$ cat config.mk
export PLATFORM = sky130hd
export DESIGN_NAME = bram_rmw_ctrl
export DESIGN_NICKNAME = d
export VERILOG_FILES = /design/src/rtl/bram_rmw_pkg.sv /design/src/rtl/bram_rmw_add.sv /design/src/rtl/bram_rmw_ctrl.sv
export SDC_FILE = /design/constraint.sdc
export NUM_CORES = 1
export LEC_CHECK = 0
export ABC_AREA = 1
export ABC_CLOCK_PERIOD_IN_PS = 2100
export CORE_MARGIN = 2
export CORE_UTILIZATION = 40
export CTS_CLUSTER_SIZE = 24
export DETAILED_ROUTE_END_ITERATION = 6
export DONT_BUFFER_PORTS = 1
export SLEW_MARGIN = 10
export SYNTH_ARGS = -nofsm -noshare
export SYNTH_HDL_FRONTEND = slang
export SYNTH_SLANG_ARGS = --single-unit
$ cat constraint.sdc
create_clock -name clk -period 2.1 [get_ports clk]
set_input_delay 0.315 -clock clk [delete_from_list [all_inputs] [get_ports clk]]
set_output_delay 0.315 -clock clk [all_outputs]
set_load 0.1 [all_outputs]
$ cat src/rtl/bram_rmw_pkg.sv
// bram_rmw_pkg: shared op and state encodings for the BRAM read-modify-write controller
package bram_rmw_pkg;
  typedef enum logic [1:0] {OP_ADD = 2'd0, OP_READ = 2'd1, OP_READ_CLR = 2'd2, OP_WRITE = 2'd3} op_e;
  typedef enum logic [1:0] {INIT, IDLE, MOD, RSP} state_e;
endpackage

$ cat src/rtl/bram_rmw_add.sv
// bram_rmw_add: D-bit unsigned adder, saturating when BRAM_RMW_SAT_EN is defined, wrapping otherwise
module bram_rmw_add #(
  parameter int D = 18
) (
  input  logic [D-1:0] a,
  input  logic [D-1:0] b,
  output logic [D-1:0] y
);
  logic [D:0] sum;
  // widen by one bit so the carry tells us whether the result overflowed
  always_comb begin
    sum = {1'b0, a} + {1'b0, b};
`ifdef BRAM_RMW_SAT_EN
    y = sum[D] ? '1 : sum[D-1:0];
`else
    y = sum[D-1:0];
`endif
  end
endmodule

$ cat src/rtl/bram_rmw_ctrl.sv
// bram_rmw_ctrl: zero-filling read-modify-write controller for a single-port read-first BRAM
module bram_rmw_ctrl
  import bram_rmw_pkg::*;
#(
  parameter int D = 18,
  parameter int A = 10
) (
  input  logic         clk,
  input  logic         rst,
  input  logic         in_valid,
  output logic         in_ready,
  input  logic [1:0]   in_op,
  input  logic [A-1:0] in_addr,
  input  logic [D-1:0] in_data,
  output logic         rsp_valid,
  input  logic         rsp_ready,
  output logic [D-1:0] rsp_data,
  output logic         init_done,
  output logic         ram_en,
  output logic         ram_we,
  output logic [A-1:0] ram_addr,
  output logic [D-1:0] ram_di,
  input  logic [D-1:0] ram_dout
);
  state_e state_q, state_d;
  op_e op_q, op_d;
  logic [A-1:0] cnt_q, cnt_d, addr_q, addr_d;
  logic [D-1:0] data_q, data_d, rsp_data_q, rsp_data_d, sum;
  logic in_ready_q, in_ready_d, rsp_valid_q, rsp_valid_d, init_done_q, init_done_d;
  logic init, acc, wr, rd_op;

  bram_rmw_add #(.D(D)) u_add (.a(ram_dout), .b(data_q), .y(sum));

  // next state, command capture and RAM port drive; a write pending during rst is suppressed
  always_comb begin
    init = state_q == INIT;
    acc = state_q == IDLE && in_valid;
    rd_op = op_q == OP_READ || op_q == OP_READ_CLR;
    wr = state_q == MOD && op_q != OP_READ;
    state_d = init ? (&cnt_q ? IDLE : INIT) :
              state_q == IDLE ? (in_valid ? MOD : IDLE) :
              state_q == MOD ? (rd_op ? RSP : IDLE) :
              (rsp_ready ? IDLE : RSP);
    cnt_d = init ? cnt_q + A'(1) : '0;
    op_d = acc ? op_e'(in_op) : op_q;
    addr_d = acc ? in_addr : addr_q;
    data_d = acc ? in_data : data_q;
    rsp_data_d = state_q == MOD && rd_op ? ram_dout : rsp_data_q;
    in_ready_d = state_d == IDLE;
    rsp_valid_d = state_d == RSP;
    init_done_d = state_d != INIT;
    ram_en = init || acc || (wr && !rst);
    ram_we = init || (wr && !rst);
    ram_addr = init ? cnt_q : state_q == IDLE ? in_addr : addr_q;
    ram_di = wr && op_q == OP_ADD ? sum : wr && op_q == OP_WRITE ? data_q : '0;
  end

  // state and registered outputs; rst wins over everything and restarts the zero-fill
  always_ff @(posedge clk) begin
    if (rst) begin
      state_q <= INIT;
      cnt_q <= '0;
      op_q <= OP_ADD;
      addr_q <= '0;
      data_q <= '0;
      rsp_data_q <= '0;
      in_ready_q <= 1'b0;
      rsp_valid_q <= 1'b0;
      init_done_q <= 1'b0;
    end else begin
      state_q <= state_d;
      cnt_q <= cnt_d;
      op_q <= op_d;
      addr_q <= addr_d;
      data_q <= data_d;
      rsp_data_q <= rsp_data_d;
      in_ready_q <= in_ready_d;
      rsp_valid_q <= rsp_valid_d;
      init_done_q <= init_done_d;
    end
  end

  assign in_ready = in_ready_q;
  assign rsp_valid = rsp_valid_q;
  assign rsp_data = rsp_data_q;
  assign init_done = init_done_q;
endmodule

### Word-level counts from Yosys, hierarchy flattened

Cells that the tools add are included.

| cells by class | value |
|---|---|
| add/subtract/negate cells | 2 |
| equality and inequality tests | 8 |
| muxes and demuxes | 11 |
| bitwise operators | 1 |
| reductions and logical operators | 16 |

Operators by type and width:

| operator | number |
|---|---|
| two-way mux 18 bit | 2 |
| two-way mux 10 bit | 2 |
| adder 18 bit | 1 |
| two-way mux 2 bit | 6 |
| adder 10 x 1 -> 10 bit, second input constant | 1 |
| AND reduction 10 bit | 1 |
| == test 2 bit, second input constant | 4 |
| == test 2 x 1 -> 1 bit, second input constant | 3 |
| logical AND 1 bit | 6 |
| logical NOT 2 bit | 2 |
| logical OR 1 bit | 4 |
| inequality test 2 x 1 -> 1 bit, second input constant | 1 |
| nonzero test 2 bit | 1 |
| OR reduction 2 bit | 1 |
| logical NOT 1 bit | 1 |
| two-way mux 1 bit | 1 |
| NOT 1 bit | 1 |

| word-level totals | value |
|---|---|
| register bits | 63 |
| input port bits | 52 |
| output and inout bits | 51 |
| word-level logic and storage cells | 47 |

### Logic depth before layout (Yosys ltp)

| depth | value |
|---|---|
| word-level depth | 7 |
| gate-level depth with buffers | 12 |
| depth with buffers taken out | 12 |

### Cells and area by module

From an unflattened synthesis, not the netlist that was laid out.

| unflattened totals | value |
|---|---|
| cell total of the unflattened synthesis | 564 |
| area total of the unflattened synthesis | 3,779.9 µm² |

By module, submodules not included:

| module | instances | cells each | area each (µm²) | sequential area each (µm²) |
|---|---|---|---|---|
| bram_rmw_ctrl | 1 | 385 | 2,803.9 | 1,261.2 |
| bram_rmw_add | 1 | 179 | 975.9 | 0.0 |

### Worst setup path before layout

No wires, ideal clock.

| timing | value |
|---|---|
| kind | input to output |
| start point | input ram_dout[0] |
| end point | output ram_di[2] |
| arrival time | 3.389 ns |
| required time | 1.785 ns |
| path slack | -1.604 ns |
| stages on the path | 5 |
| path buffers | 0 |
| cells stage by stage | ha_1 -> fa_1 -> nand2_1 -> inv_1 -> o32ai_1 |

| between the ends | value |
|---|---|
| cells in the longest elaborated chain, start to end | 2 |

Ends and longest elaborated chain:

| what | RTL line | text |
|---|---|---|
| start: declaration | bram_rmw_ctrl.sv:23 | `input logic [D-1:0] ram_dout` |
| adder 18 bit | bram_rmw_add.sv:12 | `sum = {1'b0, a} + {1'b0, b};` |
| two-way mux 18 bit | bram_rmw_ctrl.sv:55 | `ram_di = wr && op_q == OP_ADD ? sum : wr && op_q == OP_WRITE ? data_q : '0;` |
| end: declaration | bram_rmw_ctrl.sv:22 | `output logic [D-1:0] ram_di,` |

No other way between the ends.

### Final worst setup path

| timing | value |
|---|---|
| start point | register data_q[0] |
| end point | output ram_di[10] |

| between the ends | value |
|---|---|
| cells in the longest elaborated chain, start to end | 2 |

Ends and longest elaborated chain:

| what | RTL line | text |
|---|---|---|
| start: declaration | bram_rmw_ctrl.sv:28 | `logic [D-1:0] data_q, data_d, rsp_data_q, rsp_data_d, sum;` |
| start signal: assignment | bram_rmw_ctrl.sv:75 | `data_q <= data_d;` |
| adder 18 bit | bram_rmw_add.sv:12 |  |
| two-way mux 18 bit | bram_rmw_ctrl.sv:55 |  |

No other way between the ends.

==> flow_metrics.tcl <==
set metrics [dict create \
    outcome "finished with violations" \
    violations "negative setup slack" \
    core-area_mm2 0.00872 \
    hold_viol_final 0 \
    numCtsBuffers 9 \
    start_util 0.413 \
    grt_pass1_vias 3889 \
    die_y_um 98.9 \
    h-tree-depth 3 \
    port-buffer-count 0 \
    end_kind "output port" \
    clock_latency_ps 350 \
    skew_ps 10.9 \
    cap_violations 0 \
    grt_pass1_wl_um 18300 \
    synthFlopType "dfxtp_1" \
    power.static_leakage_nw 2.33 \
    drv_slew 0 \
    synthCells 546 \
    fin_tns_setup_ps -3130 \
    rows 34 \
    synth.distinct_cells 31 \
    fmax_mhz 419 \
    worstPathArrival_ps 2070 \
    post-route-period-util 1.14 \
    path_max_fanout 3 \
    routabilityCongestion 0.873 \
    die_area_mm2 0.00979 \
    p_total_w 0.00260 \
    synthTopCellsByArea "dfxtp_1 (35%), nand2_1 (13%), nor2_1 (8.6%)" \
    rsz0062_at_grt "true" \
    cts.clk_slew.worst_paths_ps 80 \
    cts_root_buf "clkbuf_8" \
    cts_sinks 63 \
    via_per_inst 5.26 \
    routedWlPerCell_um 15.4 \
    hp-class "in -> reg" \
    dp_slack_ps -64.5 \
    worstPathRequired_ps 1780 \
    r2r_cells 6 \
    yosys.area.top_type_share 0.350 \
    powerDensity_mw_per_mm2 475 \
    pin_count 103 \
    synth.most_common_cell "nand2_1" \
    syn_nets 620 \
    ir_worst_vdd_v 0.000326 \
    area_growth_pct 51.9 \
    vias 3859 \
    drc 0 \
    track_usage 0.233 \
    synth_area_mm2 0.00361 \
    met3_usage 0.0603 \
    synthTopCellsByCount "nand2_1 (121), nor2_1 (83), dfxtp_1 (63)" \
    top_usage_layer "met2" \
    avgSynthCellArea_um2 6.60 \
    clk_path_buf_depth 2 \
    yosysTopAreaCell "dfxtp_1" \
    drtPass1Iterations 5 \
    grt_use_met1 0.285 \
    grt_max_degree 51 \
    seq_area_frac_synth 0.350 \
    fin_cells 733 \
    overflow 0 \
    drive_above_1_share 0.366 \
    hold_buffers 0 \
    finalNetCount 694 \
    synth-async-reset-ratio 0 \
    routed_wl_um 11300 \
    die_w_um 98.9 \
    crit_type "reg -> out" \
    worst_setup_path_start_kind "flop" \
    setup_viol 16 \
    ant_nets 0 \
    use_met2 0.403 \
    fin_ws_ps -286 \
    ys_ff_latch 63 \
    antenna_found_initial 0 \
    drt_iter0_markers 166 \
    cts_tree "done" \
    hold_depth 1 \
    diodes 0 \
    post-route-util 0.628 \
    ys_warn_count 0 \
    dp_hpwl_um 8190 \
    slew_headroom 0.410 \
    synth_edf_count 0 \
    dp_cells 703 \
    tightestPinTransition_ps 884 \
    period_minus_slack_ps 2390 \
]
cell families after synthesis:
logic type | count (synthesis) | synth area share
and+or+nand+nor | 248 | 0.286
AOI/OAI and AO/OA | 128 | 0.189
xor gates and xnor gates | 3 | 0.00729
buffers and inverters | 82 | 0.0892
adders and majority gates | 22 | 0.0784
DFF | 63 | 0.350
per-layer routing:
layer,part of all wire,vias up
met3,0.056,17
met2,0.50,98
met4,0.017,0
li1,-,1922
met5,0,-
met1,0.42,1822
report_power, final:
group | internal, W | switching [W] | total (W) | leakage [nW]
clock network | 0.000669 | 0.000516 | 0.00119 | 0.105
registers | 0.00120 | 0.00000526 | 0.00120 | 0.517
logic | 0.0000829 | 0.000130 | 0.000213 | 1.71
total | 0.00195 | 0.000652 | 0.00260 | 2.33
layout make-up:
| class | count | area, um^2 |
|---|---|---|
| fill | 733 | 3240 |
| clock inverter | 7 | 97.6 |
| inverter | 67 | 273 |
| timing repair buffer | 77 | 857 |
| tap | 108 | 135 |
| timing repair inverter | 1 | 11.3 |
| clock buffer | 9 | 124 |
| multi-input combinational | 401 | 2690 |
| sequential | 63 | 1290 |
cell usage in the layout, fill, tap and decap left out, types with 3 or more instances in the layout:
cell type,instances
nand2_2,24
inv_1,50
o21ai_2,3
nor2_2,5
dfxtp_1,46
nand2_1,89
ha_4,17
dfxtp_2,15
clkbuf_8,9
nand3b_1,5
nand3_2,11
a21oi_2,7
inv_4,3
o221ai_2,6
nand2_8,3
o21ai_0,26
ha_1,4
buf_4,52
buf_12,18
o21ai_4,10
inv_2,13
nor3_1,6
a21oi_1,38
o21ai_1,31
nand3_1,10
nor2_1,81
nand2_4,6
buf_6,5
critical path: stages, from the launching register on:
cell     delay [ps]
dfxtp_2         340
ha_4            170
fa_2            400
buf_4           150
nand3_1         110
nand3_2          90
nand2_2          80
nand2_2          50
o21ai_4         140
buf_12          190
through the flow:
step                hold slack [ps]  instance area (um^2)
global placement                387                  4620
detailed placement              390                  4620
floorplan                       384                  3780
global route                   12.0                  5480
CTS                            13.2                  5310
finish                         31.1                  5480
registers in the layout (all words and copies together) (netlist names):
| signal | cells |
|---|---|
| rsp_data | 18 |
| data_q | 18 |
| init_done | 1 |
| rsp_valid | 1 |
| op_q | 2 |
| in_ready | 1 |
| addr_q | 10 |
| cnt_q | 10 |
| state_q | 2 |
path summary, 6_finish.rpt:
kind / to / start / slack [ps]
setup / recovery: ram_di[10] / data_q[0] / -290
hold / removal: addr_q[1] / rst / 30
setup reg to reg: data_q[8] / state_q[1] / 360
hold reg to reg: addr_q[2] / addr_q[2] / 460
repair_timing:
action / in CTS / in global routing
setup buffers: 9 / 5
pin swaps: 21 / 27
gates cloned: 1 / 0
gates resized for setup: 86 / 38
setup endpoints to repair: 18 / 27
Note: power is estimated with default switching activity, not from simulation.
==> edit (config.mk and constraints unchanged) <==
Take the reset off `data_q` and load it in a clocked block of its own.
--- a/src/rtl/bram_rmw_ctrl.sv
+++ b/src/rtl/bram_rmw_ctrl.sv
@@ -62,7 +62,6 @@
       cnt_q <= '0;
       op_q <= OP_ADD;
       addr_q <= '0;
-      data_q <= '0;
       rsp_data_q <= '0;
       in_ready_q <= 1'b0;
       rsp_valid_q <= 1'b0;
@@ -72,12 +71,15 @@
       cnt_q <= cnt_d;
       op_q <= op_d;
       addr_q <= addr_d;
-      data_q <= data_d;
       rsp_data_q <= rsp_data_d;
       in_ready_q <= in_ready_d;
       rsp_valid_q <= rsp_valid_d;
       init_done_q <= init_done_d;
     end
+  end
+
+  always_ff @(posedge clk) begin
+    data_q <= data_d;
   end
 
   assign in_ready = in_ready_q;
Behaviour: same outputs for any inputs over 10 cycles, from zero or initial values and one cycle with rst high; that may be too few to reach the edited logic, so the function may still have changed.
==> edit against the original RTL <==
The run still ends with negative setup slack left; synthesized area down 0.49%; routed wire length fell by 3.5%; worst setup slack worse by 0.13 ns; power rose by 6.3%; critical path depth increased by 2; sequential cell count unchanged; via count decreased by 7.4%; die area fell by 0.46%; design area shrank 0.39%.
==> edit: results (changes against the original RTL) <==
* XOR/XNOR Fraction of Synth Area at 0.7322% (+0.0036 points)
* Inverters at 56 (-18%)
* Largest net degree at the start of global routing at 31 (-39%)
* Sequential area share after synthesis at 40.17% (+5.2 points)
* Outcome: complete, but fails checks
* First-pass GRT wire length at 16.74 mm (-8.4%)
* Worst path slowest cell: edfxtp_1
* DR iter-0 viols at 134 (-19%)
* FILL cells at 700 (-4.5%)
* Drt first pass iters at 4 (-1)
* Logic pwr share at 11.5% (+3.3 points)
* Number of library cell types mapped by synthesis at 36 (+16%)
* Worst setup margin at -0.4137 ns (-0.1274 ns)
* Skew final at 0.01232 ns (+0.001437 ns)
* Fin Hold WS at 0.03380 ns (+0.002706 ns)
* Hold EP: addr_q[0]$_SDFFE_PP0P_
* Net Count, Synth at 562 (-9.4%)
* Horiz. Die Dim at 98.72 um (-0.23%)
* Pint at 2054 uW (+5.4%)
* Violated checks: negative setup slack
* Pre-CTS setup slack at -0.09076 ns (-0.02625 ns)
* Met1 WL at 4.495 mm (-6.4%)
* CP Data Arrival Time at 2.20 ns (+0.13 ns)
* Non-clock buffer contribution to total cell area at 17.06% (+1.4 points)
* Avg Cell Area, Syn at 7.353 um2 (+11%)
* Top cells by area, synth: dfxtp_1, edfxtp_1, nand2_1, ha_1, nor2_1
* Synth Area in Compound Gates at 14.54% (-4.4 points)
* Util after Layout at 62.57% (-0.24 points)
* Crit Path Max Fanout at 6 (+3)
* Post-DP Area at 4548 um2 (-1.5%)
* Wire length on met3 at 560 um (-12%)
* Setup violators final at 17 (+1)
* Total met2 wirelength after detailed routing at 5.532 mm (-2.7%)
* Post-synthesis adder-cell area fraction at 7.880% (+0.038 points)
* Layout cell share with drive strength beyond 1 at 39.49% (+2.8 points)
* Placed cells at 659 (-6.3%)
* Worst r2r src: cnt_q[0]$_SDFF_PP0_
* Worst Max-Slew Pin Slew at 0.3850 ns (-0.4991 ns)
* Postcts setup bufs at 5 (-4)
* Peak VDD IR at 0.4095 mV (+26%)
* Final Wtd Congestion at 0.8788 (+0.70%)
* Post-synth EDFFs at 18 (+18)
* Multi-input gate area at 2502 um2 (-7.1%)
* Switching Fraction at 25.67% (+0.61 points)
* Nets at 654 (-5.8%)
* Signal buffers at 91 (+18%)
* CP delay by family, top: simple AND/OR/NAND/NOR gates
* Vias in the first global route at 3375 (-13%)
* Clock-cell share at 3.990% (-0.053 points)
==> edit: changes by cell type after synthesis, moves of 4 or more <==
cell,delta
o21ai_0,-8
a22o_1,+4
a21oi_1,-9
nand2_2,+4
nor2_1,-21
clkbuf_1,-5
o21ai_1,-21
inv_1,-9
edfxtp_1,+18
dfxtp_1,-18
==> edit: worst reg2reg max path: stages (launching register included) <==
cell	delay, ns
dfxtp_1	0.42
ha_1	0.24
nand3_2	0.11
nor2_2	0.13
nand2_2	0.08
nor2_4	0.11
nand2_2	0.07
nor2_4	0.09
nand2_1	0.06
nand2_1	0.07
nand2_2	0.07
nor2_1	0.10
==> edit: per-layer routing <==
layer	vias to the layer above	global-route usage, %
li1	1794	-
met2	96	38.78
met4	0	7.903
met3	23	4.965
met5	-	0
met1	1659	25.39
